$ cat config.mk
export PLATFORM = sky130hd
export DESIGN_NAME = rom_stream_reader
export DESIGN_NICKNAME = d
export VERILOG_FILES = /design/src/rtl/rom_stream_reader.sv
export SDC_FILE = /design/constraint.sdc
export NUM_CORES = 1
export LEC_CHECK = 0
export CORE_UTILIZATION = 30
export CTS_CLUSTER_DIAMETER = 50
export DETAILED_ROUTE_END_ITERATION = 6
export GPL_TIMING_DRIVEN = 0
export HOLD_SLACK_MARGIN = 0.12
export PLACE_DENSITY_LB_ADDON = 0.05
export SYNTH_ARGS = -nofsm -noshare
export SYNTH_HDL_FRONTEND = slang
export SYNTH_SLANG_ARGS = --single-unit
$ cat constraint.sdc
create_clock -name clk -period 1.6 [get_ports clk]
set_input_delay 0.16 -clock clk [delete_from_list [all_inputs] [get_ports clk]]
set_output_delay 0.16 -clock clk [all_outputs]
set_load 0.005 [all_outputs]
$ cat src/rtl/rom_stream_reader.sv
// rom_stream_reader
// Address sequencer and output stage in front of a combinational ROM.
// A burst command (start_addr, len) is turned into a sequence of ROM reads.
// Each word is captured into a registered valid/ready output stage that
// supports full throughput and backpressure.
//
// Optional build macro: ROM_STREAM_CSUM_EN
//   When it is defined, a csum output holds the running modulo-2**DWIDTH sum
//   of the beats transferred in the current burst.

module rom_stream_reader #(
    parameter int AWIDTH = 3,
    parameter int DWIDTH = 8
) (
    input  logic              clk,
    input  logic              rst_n,
    input  logic              start,
    input  logic [AWIDTH-1:0] start_addr,
    input  logic [AWIDTH:0]   len,
    input  logic              abort,
    output logic              busy,
    output logic              done,
    output logic [AWIDTH-1:0] rom_addr,
    input  logic [DWIDTH-1:0] rom_dout,
    output logic              m_valid,
    input  logic              m_ready,
    output logic [DWIDTH-1:0] m_data,
    output logic              m_last
`ifdef ROM_STREAM_CSUM_EN
    ,
    output logic [DWIDTH-1:0] csum
`endif
);

    typedef enum logic [1:0] {
        S_IDLE,
        S_RUN,
        S_DONE
    } state_t;

    state_t            state_q, state_d;
    logic [AWIDTH:0]   remaining_q, remaining_d;
    logic [AWIDTH-1:0] rom_addr_q, rom_addr_d;
    logic [DWIDTH-1:0] m_data_q, m_data_d;
    logic              m_valid_q, m_valid_d;
    logic              m_last_q, m_last_d;
    logic              busy_q, busy_d;
    logic              done_q, done_d;
    logic              load;
    logic              xfer;
`ifdef ROM_STREAM_CSUM_EN
    logic [DWIDTH-1:0] csum_q, csum_d;
`endif

    // A beat leaves the output stage on any cycle where both sides agree.
    assign xfer = m_valid_q && m_ready;

    // Next-state and next-output logic for the burst sequencer.
    always_comb begin
        // NOTE: every signal written here gets a default first, so no path leaves it unassigned and no latch is inferred.
        state_d     = state_q;
        remaining_d = remaining_q;
        rom_addr_d  = rom_addr_q;
        m_data_d    = m_data_q;
        m_valid_d   = m_valid_q;
        m_last_d    = m_last_q;
        busy_d      = busy_q;
        done_d      = 1'b0;
        load        = 1'b0;
`ifdef ROM_STREAM_CSUM_EN
        csum_d      = csum_q;
`endif

        case (state_q)
            S_IDLE: begin
                // abort has no meaning here; a coincident start still wins.
                if (start) begin
                    busy_d = 1'b1;
`ifdef ROM_STREAM_CSUM_EN
                    csum_d = '0;
`endif
                    if (len != '0) begin
                        state_d     = S_RUN;
                        rom_addr_d  = start_addr;
                        remaining_d = len;
                    end else begin
                        state_d = S_DONE;
                    end
                end
            end

            S_RUN: begin
                if (abort) begin
                    state_d     = S_IDLE;
                    remaining_d = '0;
                    m_valid_d   = 1'b0;
                    m_last_d    = 1'b0;
                    busy_d      = 1'b0;
                end else begin
                    // Refill the output register whenever it is empty or being drained.
                    load = (remaining_q != '0) && (!m_valid_q || m_ready);
`ifdef ROM_STREAM_CSUM_EN
                    if (xfer) begin
                        csum_d = csum_q + m_data_q;
                    end
`endif
                    if (load) begin
                        m_data_d    = rom_dout;
                        m_valid_d   = 1'b1;
                        m_last_d    = (remaining_q == (AWIDTH+1)'(1));
                        rom_addr_d  = rom_addr_q + AWIDTH'(1);
                        remaining_d = remaining_q - (AWIDTH+1)'(1);
                    end else if (xfer) begin
                        m_valid_d = 1'b0;
                    end
                    if ((remaining_q == '0) && xfer && m_last_q) begin
                        state_d = S_DONE;
                    end
                end
            end

            S_DONE: begin
                state_d = S_IDLE;
                busy_d  = 1'b0;
                if (abort) begin
                    m_valid_d = 1'b0;
                    m_last_d  = 1'b0;
                end else begin
                    done_d = 1'b1;
                end
            end

            default: begin
                state_d = S_IDLE;
            end
        endcase
    end

    // State and output registers with synchronous active-low reset.
    always_ff @(posedge clk) begin
        // NOTE: sequential state uses non-blocking assignments so every register samples pre-edge values.
        if (!rst_n) begin
            state_q     <= S_IDLE;
            remaining_q <= '0;
            rom_addr_q  <= '0;
            m_data_q    <= '0;
            m_valid_q   <= 1'b0;
            m_last_q    <= 1'b0;
            busy_q      <= 1'b0;
            done_q      <= 1'b0;
`ifdef ROM_STREAM_CSUM_EN
            csum_q      <= '0;
`endif
        end else begin
            state_q     <= state_d;
            remaining_q <= remaining_d;
            rom_addr_q  <= rom_addr_d;
            m_data_q    <= m_data_d;
            m_valid_q   <= m_valid_d;
            m_last_q    <= m_last_d;
            busy_q      <= busy_d;
            done_q      <= done_d;
`ifdef ROM_STREAM_CSUM_EN
            csum_q      <= csum_d;
`endif
        end
    end

    assign busy     = busy_q;
    assign done     = done_q;
    assign rom_addr = rom_addr_q;
    assign m_valid  = m_valid_q;
    assign m_data   = m_data_q;
    assign m_last   = m_last_q;
`ifdef ROM_STREAM_CSUM_EN
    assign csum     = csum_q;
`endif

endmodule
==> results.sh <==
export IMPL_seq_power_share=0.279
export IMPL_finClkSkew_ns=0.006294
export IMPL_worstMarginPinSlew_ns=0.4930
export IMPL_synthArstFlopShare=0
export IMPL_ys_types=40
export IMPL_swShare=0.3716
export IMPL_via_total_after_detailed_routing=1167
export IMPL_worst_endpoint_required_ns=1.77
export IMPL_post_synthesis_net_count=152
export IMPL_die_width_um=64.88
export IMPL_clock_tree_buffer_depth=2
export IMPL_clock_fmax_ghz=0.6105
export IMPL_finalHoldViolations=0
export IMPL_setup_ws_ns=-0.03802
export IMPL_worst_path_max_fanout=6
export IMPL_placedInstanceArea_mm2=0.001589
export IMPL_initial_antenna_violation_count=0
export IMPL_postSynthRegisterBits=21
export IMPL_reg2reg_slack_ns=-0.04
export IMPL_iter_0_drt_violations=83
export IMPL_switchingPower_mw=1.053
export IMPL_criticalPathCategory="reg -> reg"
export IMPL_share_clk_of_total_power=0.131
export IMPL_min_from="rom_addr[1]"
export IMPL_insertedDiodeCount=0
export IMPL_irDropWorstVdd_mv=0.5921
export IMPL_timing_final_max_slew_violations=0
export IMPL_grt_pass1_vias=1114
export IMPL_cts_sinks=21
export IMPL_synth_top_cell_area_share=0.3544
export IMPL_final_min_clock_period_ns=1.638
export IMPL_synth_warnings=0
export IMPL_syn_avg_cell_area_um2=9.489
export IMPL_synth_top_cells_by_count="sky130_fd_sc_hd__dfxtp_1 (21), sky130_fd_sc_hd__nor2b_1 (14), sky130_fd_sc_hd__mux2i_1 (11), sky130_fd_sc_hd__nand2_1 (10), sky130_fd_sc_hd__ha_1 (7)"
export IMPL_netlist_top_cell_by_area="sky130_fd_sc_hd__dfxtp_1"
export IMPL_io_pins=35
export IMPL_grt_start_max_net_pins=13
export IMPL_maxCapViolations=0
export IMPL_maxSlewHeadroom=0.6713
export IMPL_unrepaired_setup_endpoints_after_global_routing="true"
export IMPL_run_status="finished with violations"
export IMPL_antenna_violating_nets_post_route=0
export IMPL_clock_tree_from_tritoncts="done"
export IMPL_cts_hold_buf=0
export IMPL_synth_seq_area_share=0.3544
export IMPL_num_fill_cells=364
export IMPL_cellLeakagePower_nw=0.7525
export IMPL_worstSetupStartpointType="flop"
export IMPL_cts_reportedPaths_clkPinSlew_ns=0.09
export IMPL_power_per_cell_area_mw_per_mm2=1491
export IMPL_power_internal_mw=1.781
export IMPL_cts_made_buffers=3
export IMPL_grt_pass1_wl_um=5292
export IMPL_dieArea_mm2=0.004209
export IMPL_remaining_drc_errors=0
export IMPL_cp_end_kind="flop"
export IMPL_number_of_failing_setup_endpoints_in_the_final_timing_report=3
export IMPL_grt_overflow_total=0
export IMPL_start_util=0.3192
export IMPL_synthFlopType="sky130_fd_sc_hd__dfxtp_1"
export IMPL_syn_cell_area_mm2=0.001186
export IMPL_layout_cell_area_non_filler_mm2=0.001902
export IMPL_layout_drive_gt1_share=0.2928
export IMPL_portBuffers=34
export IMPL_setup_worst_path_start="remaining_q[1]"
export IMPL_post_layout_total_power_mw=2.835
export IMPL_globalRouteTotalUtil=0.1662
export IMPL_avgRoutedWirePerCell_um=14.68
export IMPL_synth_edf_count=0
export IMPL_failed_checks="setup timing"
export IMPL_std_cell_rows=22
export IMPL_worstSkewPairLatency_ns=0.27
export IMPL_reg2reg_from="remaining_q[1]"
export IMPL_timing_hold_ws_ns=0.5035
export IMPL_design_core_area_mm2=0.003716
export IMPL_min_delay_path_class="reg -> reg"
export IMPL_comb_power_share=0.590
export IMPL_place_detailed_hpwl_um=2175
export IMPL_drt_first_pass_iters=4
export IMPL_syn2layout_area_growth_pct=60.34
export IMPL_timing_final_crit_share=1.024
export IMPL_synth_cells=125
export IMPL_routabilityCongestion=0.7739
export IMPL_critical_path_arrival_ns=1.81
export IMPL_die_h_um=64.88
export IMPL_cts_root_buffer="sky130_fd_sc_hd__clkbuf_8"
export IMPL_per_cell_via_count_in_the_routed_design=5.096
export IMPL_h_tree_levels=1
export IMPL_finalNetCount=209
export IMPL_synthMostInstantiatedCell="sky130_fd_sc_hd__dfxtp_1"
export IMPL_synth_top_cells_by_area="sky130_fd_sc_hd__dfxtp_1 (35%), sky130_fd_sc_hd__mux2i_1 (9.3%), sky130_fd_sc_hd__ha_1 (7.4%)"
export IMPL_drt_total_wl_um=3362
-- worst paths after layout --
kind,depth (start not counted),end
worst min-delay path,2,rom_addr[1]
worst min register to register,2,rom_addr[1]
worst max register to register,7,m_last
worst max-delay path,7,m_last
-- logic make-up after synthesis --
kind of cell    after synthesis  share of synthesized area
compound gates               29                     0.1888
fa+ha+maj                     7                    0.07384
buf+inv                      11                    0.04642
flops                        21                     0.3544
mux                          13                     0.1150
simple gates                 44                     0.2215
-- cell type report --
type,count,area [µm²],share of cell area
timing repair buffer,53,490.5,0.2579
clock inverter,1,5.005,0.002632
tap,48,60.06,0.03158
sequential,21,427.9,0.2250
clock buffer,3,41.29,0.02171
multi-input combinational,93,827.0,0.4349
buffer,3,18.77,0.009868
inverter,7,31.28,0.01645
-- power by group through the flow --
stage	registers (mW)	logic [mW]	clock network (mW)
2_1_floorplan	0.760	0.732	0
3_3_place_gp	0.771	1.08	0
3_5_place_dp	0.776	1.09	0
4_1_cts	0.778	1.34	0.383
5_1_grt	0.807	1.80	0.415
6_report	0.792	1.67	0.371
-- per-stage QoR --
stage                     setup slack (ns)  TNS (ns)  utilization  instances
after global routing              -0.09891   -0.5485       0.5118        229
after floorplan                    0.01586         0            -        125
final                             -0.03802  -0.04863       0.5118        229
after global placement             -0.1861    -2.348       0.4276        207
after detailed placement           -0.2078    -2.464       0.4276        207
after CTS                        -0.006894  -0.01142       0.4781        223
-- critical path, stage by stage (launching register included) --
cell                      delay [ns]
sky130_fd_sc_hd__dfxtp_2        0.36
sky130_fd_sc_hd__inv_2          0.07
sky130_fd_sc_hd__ha_4           0.17
sky130_fd_sc_hd__nor3b_4        0.18
sky130_fd_sc_hd__buf_4          0.15
sky130_fd_sc_hd__o41ai_4        0.32
sky130_fd_sc_hd__mux2i_1        0.24
sky130_fd_sc_hd__nor2b_1        0.06
-- registers in the layout (all words and copies together) (netlist names) --
name and count:
m_data 8, remaining_q 4, rom_addr 3, state_q 2, busy 1, done 1
m_last 1, m_valid 1
-- layout by cell type (no fill, tap or decap), drive strengths merged, types with 6 or more instances in the layout --
cell type	Yosys	layout
mux2i	11	11
nor2b	14	14
nand2	10	10
ha	7	7
clkdlybuf4s50	0	34
dfxtp	21	21
inv	7	7
o21ai	6	6
buf	2	20
-- timing repair --
action / 4_1_cts / 5_1_grt
pin swaps: 7 / 7
cloned: 1 / 0
setup buffers: 11 / 7
gates resized for setup: 18 / 19
endpoints found under the setup margin: 19 / 20
endpoints found under the hold margin: 0 / 0
-- metal layers --
layer | up-vias | global-route usage | wire length [µm]
li1 | 565 | - | -
met3 | 11 | 0.02993 | 186
met5 | - | 0 | 0
met1 | 549 | 0.2109 | 1480
met4 | 0 | 0.06667 | 84
met2 | 42 | 0.2747 | 1610
No activity file was read; power rests on OpenSTA's default activity.
